File: config.mk
export PLATFORM = sky130hd
export DESIGN_NAME = lamp_step_timer
export DESIGN_NICKNAME = d
export VERILOG_FILES = /design/src/rtl/lamp_pkg.sv /design/src/rtl/lamp_step_timer.sv
export SDC_FILE = /design/constraint.sdc
export NUM_CORES = 1
export LEC_CHECK = 0
export CORE_MARGIN = 5
export CORE_UTILIZATION = 30
export DETAILED_ROUTE_END_ITERATION = 12
export DONT_BUFFER_PORTS = 1
export PLACE_DENSITY_LB_ADDON = 0.1
export SLEW_MARGIN = 40
export SYNTH_ARGS = -nofsm -noshare
export SYNTH_HDL_FRONTEND = slang
export SYNTH_SLANG_ARGS = --single-unit
export TNS_END_PERCENT = 100
File: constraint.sdc
create_clock -name clock -period 2.29 [get_ports clock]
set_input_delay 0.229 -clock clock [delete_from_list [all_inputs] [get_ports clock]]
set_output_delay 0.229 -clock clock [all_outputs]
set_load 0.005 [all_outputs]
File: src/rtl/lamp_pkg.sv
// Shared lamp codes, timer FSM states and default dwell times for the
// lamp step timer and the downstream lamp stage.
package lamp_pkg;

   localparam logic [0:2] RED    = 3'b100;
   localparam logic [0:2] YELLOW = 3'b010;
   localparam logic [0:2] GREEN  = 3'b001;

   typedef enum logic [1:0] {LOAD, COUNT, STEP, FAULT} state_t;

   localparam int RED_TICKS_DEF    = 20;
   localparam int YELLOW_TICKS_DEF = 4;
   localparam int GREEN_TICKS_DEF  = 16;

endpackage

File: src/rtl/lamp_step_timer.sv
// Dwell timer that pulses step to advance the lamp stage once per phase.
// Pedestrian shortening of green is built only with LAMP_STEP_TIMER_PED_EN.
module lamp_step_timer
   import lamp_pkg::*;
#(
   parameter int RED_TICKS    = RED_TICKS_DEF,
   parameter int YELLOW_TICKS = YELLOW_TICKS_DEF,
   parameter int GREEN_TICKS  = GREEN_TICKS_DEF,
   parameter int WIDTH        = 8
) (
   input  logic             clock,
   input  logic             reset_n,
   input  logic             enable,
   input  logic [0:2]       light,
   input  logic             ped_req,
   output logic             ped_ack,
   output logic             step,
   output logic [WIDTH-1:0] remaining,
   output logic             fault
);

   localparam logic [WIDTH-1:0] PED_CAP = WIDTH'(2);

   state_t           state, next_state;
   logic [WIDTH-1:0] counter, counter_next;
   logic [WIDTH-1:0] dwell_m1;
   logic             one_hot;
   logic             accept;

   assign one_hot   = (light == RED) || (light == YELLOW) || (light == GREEN);
   assign remaining = counter;

   always_comb begin
      dwell_m1 = WIDTH'(GREEN_TICKS - 1);
      case (light)
         RED:     dwell_m1 = WIDTH'(RED_TICKS - 1);
         YELLOW:  dwell_m1 = WIDTH'(YELLOW_TICKS - 1);
         default: dwell_m1 = WIDTH'(GREEN_TICKS - 1);
      endcase
   end

`ifdef LAMP_STEP_TIMER_PED_EN
   logic ped_served;

   assign accept = (state == COUNT) && (light == GREEN) && ped_req && !ped_served;

   always_ff @(posedge clock) begin
      if (!reset_n) begin
         ped_served <= 1'b0;
         ped_ack    <= 1'b0;
      end else begin
         ped_ack <= accept;
         if (state == LOAD)
            ped_served <= 1'b0;
         else if (accept)
            ped_served <= 1'b1;
      end
   end
`else
   logic unused_ped;

   assign unused_ped = ped_req;
   assign accept     = 1'b0;
   assign ped_ack    = 1'b0;
`endif

   always_comb begin
      next_state   = state;
      counter_next = counter;
      if (!one_hot) begin
         next_state = FAULT;
      end else begin
         case (state)
            LOAD: begin
               counter_next = dwell_m1;
               next_state   = COUNT;
            end
            COUNT: begin
               // An accepted request caps the count but never blocks the expiry.
               if (accept && (counter > PED_CAP))
                  counter_next = PED_CAP;
               if (enable) begin
                  if (counter == '0)
                     next_state = STEP;
                  else if (!accept)
                     counter_next = counter - WIDTH'(1);
               end
            end
            STEP:  next_state = LOAD;
            FAULT: next_state = LOAD;
         endcase
      end
   end

   always_ff @(posedge clock) begin
      if (!reset_n) begin
         state   <= LOAD;
         counter <= '0;
         step    <= 1'b0;
         fault   <= 1'b0;
      end else begin
         state   <= next_state;
         counter <= counter_next;
         step    <= (next_state == STEP);
         fault   <= (next_state == FAULT);
      end
   end

endmodule

==> results.toml <==
[die]
die_h_um = 59.2
dieWidth_um = 59.2
die-area_um2 = 3500
rows = 17
start_util = 0.322
io-pin-count = 18
design.core.area_um2 = 2250

[final_layout]
nFillCells = 258
antenna_cells = 0
drive_above_1_share = 0.242
final_util = 0.369
syn_to_final_growth_pct = 14.7
finalNetCount = 101
ff_latch_area_um2 = 240
multi_input_area_um2 = 445

[critical_path]
worstPathRequired_ps = 2480
worstPathArrival_ps = 2300
worstSetupPathType = "flop to flop"
ff2ff_path_depth = 7
end_kind = "flop"
crit_fanout = 5
critPathLaunchType = "flop"

[timing]
setup_tns_ps = 0
slew_headroom = 0.602
setup_viol = 0
max_freq_mhz = 473
rsz0062_at_grt = "false"
hold_viol = 0
fin_skew_ps = 4.51
worst_pin_slew_ps = 595
slew_violations = 0
min_period_ps = 2110
period_share = 0.923

[placement]
port_buffers = 0
gp_congestion = 0.723
dp_hpwl_um = 1410

[logic_synthesis]
ys.flop_type = "dfxtp_1"
yosysUniqueCellTypes = 37
netlist_area_um2 = 726
async_reset_ff_frac = 0
avgSynthCellArea_um2 = 8.74
yosysTopAreaCellShare = 0.331
ys_warn_count = 0
syn_nets = 92
synth_most_common_cell = "dfxtp_1"
syn_inst = 83
synth-edff-count = 0
ys_seq_area_frac = 0.331
ys_seq_elements = 12
synth.top_cells.by_count = "dfxtp_1 (12), inv_1 (6), nand2_1 (5)"
yosys-top-cells-area = "dfxtp_1 (33%), or4b_2 (5.5%), o21a_1 (4.1%)"
yosysTopAreaCell = "dfxtp_1"

[global_route]
grt_overflow = 0
grt_use_total = 0.115
grt_pass1_wl_um = 3070
first_global_vias = 664
antenna_found_initial = 0
grt_max_degree = 14

[route]
viasPerCell = 5.40
first_pass_iters = 4
vias = 643
drc = 0
wl_met2_um = 814
drt_iter0_drc = 10
wl_met1_um = 880
drtAntennaViolNets = 0
routed.top_layer = "met4"
routedWlPerCell_um = 15.6
drt_wl_total_um = 1860
dr_wl_met3_um = 120

[power_and_ir_drop]
p_leak_nw = 0.349
total_power_uw = 678
ir_worst_vdd_mv = 0.340
switching_power_uw = 232
seqPwrFrac = 0.385
p_int_uw = 447
power_density_nw_per_um2 = 815
swShare = 0.341
combinationalPowerShare = 0.349
clkPwrFrac = 0.267

[min_path]
hold_class = "primary input to flop"
hold_path_depth = 2

[clocking]
cts_tree = "done"
cts_resized = 0
clock_latency_ps = 280
clk_pin_slew_ps = 90
cts_buffer_depth = 2
post_cts_buffers = 0
htreeDepth = 1
cts_made_buffers = 3
cts_hold_buf = 0
cts_root_buf = "clkbuf_4"
clkSinkCount = 12

[run]
drv_cap = 0

[outcome]
status = "completed"
[final timing paths]
check                    start            to  slack [ps]
setup / recovery  remaining[1]  remaining[0]         180
hold / removal         reset_n  remaining[7]          60
setup reg to reg  remaining[1]  remaining[0]         180
hold reg to reg   remaining[7]  remaining[7]         520
[power groups by stage]
stage | clock network, mW | logic, mW | registers [mW]
after global placement | 0 | 0.233 | 0.266
after floorplan | 0 | 0.168 | 0.266
after detailed placement | 0 | 0.237 | 0.266
after CTS | 0.183 | 0.238 | 0.262
after global routing | 0.198 | 0.262 | 0.266
final | 0.181 | 0.237 | 0.261
[state kept, by name (all words and copies together) (netlist names)]
| signal | count |
|---|---|
| step | 1 |
| state | 2 |
| remaining | 8 |
| fault | 1 |
[critical path: stages, from the launching register on]
cell and delay [ps]:
dfxtp_1 350, inv_1 90, ha_1 130, or4b_2 630, o22ai_1 320, buf_4 210
nor2_1 60, o211a_1 230
[metal layers]
metal | track usage | vias to the layer above
li1 | - | 327
met1 | 0.142 | 299
met2 | 0.176 | 12
met3 | 0.0349 | 5
met4 | 0.0583 | 0
met5 | 0 | -
[logic make-up (layout without fill, tap and decap cells)]
family / after synthesis / after routing / share of synthesized area
and+or+nand+nor: 32 / 32 / 0.284
AOI/OAI and AO/OA: 23 / 23 / 0.238
DFF: 12 / 12 / 0.331
buffers and inverters: 9 / 17 / 0.0552
adders and majority gates: 2 / 2 / 0.0345
xor gates and xnor gates: 2 / 2 / 0.0241
muxes: 2 / 2 / 0.0276
other: 1 / 1 / 0.00517
[cell usage in the layout, fill, tap and decap left out, types with 2 or more instances in the layout]
cell type / netlist / layout
a211oi_1: 3 / 3
buf_4: 1 / 7
clkbuf_4: 0 / 3
dfxtp_1: 12 / 12
ha_1: 2 / 2
inv_1: 6 / 6
mux2i_1: 2 / 2
nand2_1: 5 / 5
nand3_1: 3 / 3
nand3b_1: 3 / 3
nor2_1: 4 / 4
nor4_1: 2 / 2
o211a_1: 2 / 2
o211ai_1: 2 / 2
o21a_1: 4 / 4
o21ai_0: 3 / 3
o22ai_1: 2 / 2
or4_1: 3 / 3
or4b_2: 4 / 4
[through the flow]
stage	hold WS [ps]	instances	cell area [µm²]	setup WS [ps]
floorplan	380	83	726	277
global placement	352	114	788	185
detailed placement	352	115	796	200
CTS	59.8	119	832	185
global route	50.8	119	832	63.2
finish	58.6	119	832	177
[final cells by class]
class | instances | area share
multi-input combinational | 62 | 0.535
sequential | 12 | 0.289
timing repair buffer | 7 | 0.0632
clock buffer | 4 | 0.0436
tap | 28 | 0.0421
inverter | 6 | 0.0271
Power figures use the tool's default switching activity.
